### config.mk
export PLATFORM = sky130hd
export DESIGN_NAME = universal_shift_reg_flat
export DESIGN_NICKNAME = d
export VERILOG_FILES = /design/src/rtl/universal_shift_reg_if.sv /design/src/rtl/universal_shift_reg.sv /design/src/flat_wrapper.sv
export SDC_FILE = /design/constraint.sdc
export NUM_CORES = 1
export LEC_CHECK = 0
export BUFFER_PORTS_ARGS = -buffer_cell sky130_fd_sc_hd__buf_2
export CELL_PAD_IN_SITES_DETAIL_PLACEMENT = 1
export CELL_PAD_IN_SITES_GLOBAL_PLACEMENT = 1
export CORE_ASPECT_RATIO = 2
export CORE_UTILIZATION = 33
export DETAILED_ROUTE_END_ITERATION = 6
export PLACE_DENSITY_LB_ADDON = 0.1
export SLEW_MARGIN = 20
export SYNTH_ARGS = -nofsm -noshare
export SYNTH_HDL_FRONTEND = slang
export SYNTH_SLANG_ARGS = --single-unit
export TNS_END_PERCENT = 30
### constraint.sdc
create_clock -name Clk -period 1.8 [get_ports Clk]
set_clock_uncertainty 0.1 [all_clocks]
set_input_delay 0.27 -clock Clk [delete_from_list [all_inputs] [get_ports Clk]]
set_output_delay 0.27 -clock Clk [all_outputs]
set_load 0.1 [all_outputs]
### src/rtl/universal_shift_reg_if.sv
// Operation/data bundle for universal_shift_reg.
// The master drives the control and data inputs; the slave returns Q, SerOut and Tc.
interface universal_shift_reg_if #(
   parameter int WIDTH = 8
);
   logic             En;
   logic [2:0]       Mode;
   logic [WIDTH-1:0] D;
   logic             SerIn;
   logic [WIDTH-1:0] Q;
   logic             SerOut;
   logic             Tc;

   modport master (output En, Mode, D, SerIn, input Q, SerOut, Tc);
   modport slave  (input En, Mode, D, SerIn, output Q, SerOut, Tc);
endinterface

### src/rtl/universal_shift_reg.sv
// WIDTH-bit load/shift/rotate/count register: 1-cycle latency, all outputs registered, no backpressure (En=0 holds).
// Define UREG_SAT_EN to make the count modes saturate instead of wrapping.
module universal_shift_reg #(
   parameter int               WIDTH   = 8,
   parameter logic [WIDTH-1:0] RST_VAL = '0
) (
   input logic                 Clk,
   input logic                 Rst,
   universal_shift_reg_if.slave bus
);
   localparam logic [WIDTH-1:0] ONE = WIDTH'(1);

   logic [WIDTH-1:0] q_r;
   logic             ser_r;
   logic             tc_r;
   logic             at_max;
   logic             at_min;

   assign at_max = &q_r;
   assign at_min = ~|q_r;

   always_ff @(posedge Clk) begin
      if (!Rst) begin
         q_r   <= RST_VAL;
         ser_r <= 1'b0;
         tc_r  <= 1'b0;
      end else begin
         // Tc is a pulse: cleared on every cycle that is not a limit count.
         tc_r <= 1'b0;
         if (bus.En) begin
            case (bus.Mode)
               3'b001: q_r <= bus.D;
               3'b010: begin
                  q_r   <= {q_r[WIDTH-2:0], bus.SerIn};
                  ser_r <= q_r[WIDTH-1];
               end
               3'b011: begin
                  q_r   <= {bus.SerIn, q_r[WIDTH-1:1]};
                  ser_r <= q_r[0];
               end
               3'b100: begin
                  q_r   <= {q_r[WIDTH-2:0], q_r[WIDTH-1]};
                  ser_r <= q_r[WIDTH-1];
               end
               3'b101: begin
                  q_r   <= {q_r[0], q_r[WIDTH-1:1]};
                  ser_r <= q_r[0];
               end
               3'b110: begin
                  tc_r <= at_max;
`ifdef UREG_SAT_EN
                  if (!at_max) q_r <= q_r + ONE;
`else
                  q_r <= q_r + ONE;
`endif
               end
               3'b111: begin
                  tc_r <= at_min;
`ifdef UREG_SAT_EN
                  if (!at_min) q_r <= q_r - ONE;
`else
                  q_r <= q_r - ONE;
`endif
               end
               default: q_r <= q_r;
            endcase
         end
      end
   end

   assign bus.Q      = q_r;
   assign bus.SerOut = ser_r;
   assign bus.Tc     = tc_r;
endmodule

### src/flat_wrapper.sv
// flat-port wrapper written by rule: the top's interface ports become plain ports
module universal_shift_reg_flat 
#(
   parameter int               WIDTH   = 8,
   parameter logic [WIDTH-1:0] RST_VAL = '0
)
  (Clk, Rst, bus_En, bus_Mode, bus_D, bus_SerIn, bus_Q, bus_SerOut, bus_Tc);
  universal_shift_reg_if #(.WIDTH(WIDTH)) bus_i ();
  input logic Clk;
  input logic Rst;
  input wire logic [$bits(bus_i.En)-1:0] bus_En;
  input wire logic [$bits(bus_i.Mode)-1:0] bus_Mode;
  input wire logic [$bits(bus_i.D)-1:0] bus_D;
  input wire logic [$bits(bus_i.SerIn)-1:0] bus_SerIn;
  output wire logic [$bits(bus_i.Q)-1:0] bus_Q;
  output wire logic [$bits(bus_i.SerOut)-1:0] bus_SerOut;
  output wire logic [$bits(bus_i.Tc)-1:0] bus_Tc;
  assign bus_i.En = bus_En;
  assign bus_i.Mode = bus_Mode;
  assign bus_i.D = bus_D;
  assign bus_i.SerIn = bus_SerIn;
  assign bus_Q = bus_i.Q;
  assign bus_SerOut = bus_i.SerOut;
  assign bus_Tc = bus_i.Tc;
  universal_shift_reg #(.WIDTH(WIDTH), .RST_VAL(RST_VAL)) u_core (.Clk(Clk), .Rst(Rst), .bus(bus_i));
endmodule
==> metrics.md <==
| Metric | Value |
|---|---|
| Status | `complete, but fails checks` |
| Failing checks | `setup timing` |
| Fill count | `398` |
| Top routing layer in use | `met4` |
| Post-Syn Area | `0.00100 sq mm` |
| Drt drc | `0` |
| Pre-Repair DR Iteration Count | `3` |
| WS Path Type | `flip-flop to flip-flop` |
| Final Util | `45.1%` |
| Wirelength, routed | `3.86 mm` |
| Worst VDD drop | `0.295 mV` |
| Worst-Margin Slew | `0.488 ns` |
| H-Tree Level Count | `1` |
| Vias in the first global route | `1263` |
| Cell area after layout | `0.00131 sq mm` |
| Syn Inst Count | `140` |
| CP Max Fanout | `6` |
| GR Overflow Total | `0` |
| Syn_nets | `157` |
| Achievable Freq | `541 MHz` |
| Post-route insts no fill | `201` |
| Antenna cells | `0` |
| Clk sink count | `10` |
| Routability congestion estimate | `0.945` |
| Area leader, netlist | `dfxtp_1` |
| Average cell area after synthesis | `7.18 sq um` |
| Worst-case clock buffer depth | `2` |
| Core area | `0.00291 sq mm` |
| Total GRT Usage | `27.5%` |
| Post-Place Cell Area | `0.00124 sq mm` |
| Synth-to-layout area growth | `30.5%` |
| Critical path, cell by cell | `or4_4, nor4_4, o32ai_2, or3_1, a31oi_1` |
| Die area | `0.00328 sq mm` |
| Metal-1 WL | `1.55 mm` |
| Clock latency on the worst-skew pair | `0.25 ns` |
| Max-Cap Viols | `0` |
| Via count | `1198` |
| DP Wirelength | `2.88 mm` |
| Unrepaired setup endpoints after global routing | `yes` |
| Via-to-Cell Ratio | `5.96` |
| Post-synthesis sequential area ratio | `19.9%` |
| # setup viols final | `1` |
| Clock root buffer | `clkbuf_8` |
| Pwr dens | `739 mW/mm^2` |
| Total CTS buffers | `3` |
| Critical Path End | `u_core.bus.Q[7]` |
| Worst Path Buf+Inv | `0` |
| Critical path's largest stage delay | `0.55 ns` |
| Worst reg-to-reg setup slack | `-0.05 ns` |
| Pin count of the biggest net entering global routing | `27` |
| Initial antenna violation count | `0` |
| Final hold viol count | `0` |
| Levels on crit path | `5` |
| Clock network power share | `31.0%` |
| Fin crit period | `1.85 ns` |
| Iter 0 DRT Violations | `15` |
| Synth cell types | `43` |
| Setup Buffers After CTS | `0` |
| Synth top area share | `19.9%` |
| Critical path's slowest cell | `or4_4` |
| Initial Utilization | `34.6%` |
| Dpl cells | `197` |
| FF-to-FF Start | `u_core.bus.Q[1]` |
| Final Cycle Share | `103%` |
| Int Power | `0.000569 W` |
| WP data required | `1.88 ns` |
| Per-cell routed wire length | `19.2 um` |
| Slew headroom | `67.7%` |
| Startpoint types | `flip-flop` |
| Top post-synthesis cells by area | `dfxtp_1 20%, mux2i_1 6.0%, o21ai_0 5.0%, nor2_1 4.5%, a21oi_1 4.0%` |
| Synth warnings | `0` |
| Switching Fraction | `41.3%` |
| CTS tree | `built` |
| R2r endpoint | `u_core.bus.Q[7]` |
| P_sw | `0.000401 W` |
| Share of cells above drive strength 1 | `35.1%` |
| Start point of the critical path | `u_core.bus.Q[1]` |
| First-pass GRT wire length | `6.16 mm` |
| Combinational power share | `41.9%` |
| Hold Path Class | `input port to flip-flop` |
| Leakage Power | `0.566 nW` |
| CP arrival | `1.93 ns` |
| Post-DRT Antenna Nets | `0` |
| Clk pin slew, worst setup/hold paths | `0.06 ns` |
| Die width | `41.0 um` |
| Pins Over Slew Limit | `0` |
| Reg2reg path depth | `5` |
| Worst path top cell family by delay | `simple AND/OR/NAND/NOR gates` |
| I/O pins | `25` |
| Total of flip-flops plus latches after synthesis | `10` |
| Final Net Count | `189` |
| Routed length on met3 | `62 um` |
| Crit path capture type | `flip-flop` |
| Final worst setup slack | `-0.0494 ns` |
| Die Y-Extent | `80.0 um` |
| Flop pwr share | `27.1%` |
| Met2 WL post-DR | `2.14 mm` |
| Rows | `28` |
| I/O Buffers | `24` |
==> worst register-to-register path, cell delays in order (launching register included) <==
cell	delay [ns]
dfxtp_4	0.36
or4_4	0.55
nor4_4	0.16
o32ai_2	0.14
or3_1	0.32
a31oi_1	0.15
==> cells in the mapped netlist, drive strengths merged <==
cell	n
buf	12
nor2	12
dfxtp	10
o21ai	10
nand2	9
a21oi	8
inv	6
mux2i	6
nand3	6
a31oi	5
nor3	5
a211oi	4
o22ai	4
o31a	4
clkbuf	3
nand4	3
and4	2
ha	2
mux2	2
nor2b	2
nor4	2
o211ai	2
o31ai	2
or3	2
or4	2
xnor2	2
xor2	2
a221oi	1
a22o	1
a22oi	1
a311oi	1
a32oi	1
and2	1
nand2b	1
nor3b	1
o221ai	1
o32ai	1
or3b	1
==> through the flow <==
stage	power (W)	setup TNS, ns	hold WS, ns	setup slack (ns)
final	0.000969	-0.0494	0.276	-0.0494
after global routing	0.00101	-0.281	0.288	-0.130
after CTS	0.000978	-0.0559	0.268	-0.0559
after detailed placement	0.000662	-0.448	0.434	-0.170
after global placement	0.000651	-0.192	0.405	-0.124
after floorplan	0.000553	-0.740	0.432	-0.192
==> flip-flops by register name (all words and copies together) (netlist names) <==
signal / count
u_core.bus.SerOut: 1
u_core.bus.Q: 8
u_core.bus.Tc: 1
==> layout make-up <==
cell class                 instances  area [sq um]  share of cell area, %
sequential                        10           214                   16.3
multi-input combinational        109           727                   55.4
tap                               30          37.5                   2.86
timing repair buffer              42           255                   19.5
clock buffer                       4          55.1                   4.20
inverter                           6          22.5                   1.72
==> cell usage in the layout, fill, tap and decap left out, types with 3 or more instances in the layout <==
master    instances
buf_2            24
nand2_1           9
buf_4            18
o21ai_0          10
a211oi_1          4
nand4_1           3
dfxtp_2           5
o31a_1            4
clkbuf_8          4
nand3_1           6
nor3_1            5
a31oi_1           5
o22ai_1           4
inv_1             6
mux2i_1           6
dfxtp_1           3
nor2_1           12
a21oi_1           8
==> per-layer routing <==
layer  vias to the layer above  GRT usage [%]
met5                         -              0
met4                         0           13.3
met3                         8           2.79
met2                        20           46.6
met1                       581           31.1
li1                        589              -
==> logic make-up (layout without fill, tap and decap cells) <==
logic type / after synthesis / in the layout / share of synthesized area (%)
and+or+nand+nor: 49 / 49 / 26.0
AOI/OAI and AO/OA: 46 / 46 / 30.5
buffers and inverters: 21 / 52 / 9.34
DFF: 10 / 10 / 19.9
muxes: 8 / 8 / 8.22
xor gates and xnor gates: 4 / 4 / 3.49
adders and majority gates: 2 / 2 / 2.49
==> power by group through the flow <==
| stage | registers [W] | clock network [W] | logic [W] |
|---|---|---|---|
| floorplan | 0.000369 | 0 | 0.000185 |
| global placement | 0.000265 | 0 | 0.000386 |
| detailed placement | 0.000266 | 0 | 0.000396 |
| CTS | 0.000263 | 0.000309 | 0.000406 |
| global route | 0.000265 | 0.000315 | 0.000435 |
| finish | 0.000263 | 0.000300 | 0.000406 |
==> how the worst min path moves through the flow <==
stage                      startpoint                 to  slack, ns  cells past startpoint
global route                      Rst    u_core.bus.Q[4]       0.29                      2
floorplan                    bus_D[1]    u_core.bus.Q[1]       0.43                      3
global placement    u_core.bus.SerOut  u_core.bus.SerOut       0.40                      2
CTS                               Rst    u_core.bus.Q[1]       0.27                      3
detailed placement  u_core.bus.SerOut  u_core.bus.SerOut       0.43                      2
finish                            Rst    u_core.bus.Q[1]       0.28                      3
==> repair_timing <==
| item | in CTS | in global routing |
|---|---|---|
| endpoints found under the hold margin | 0 | 0 |
| endpoints found under the setup margin | 1 | 3 |
| hold buffers | 0 | 0 |
| pin swaps | 2 | 1 |
| resized for setup | 2 | 0 |
(Power assumes the default switching activity.)
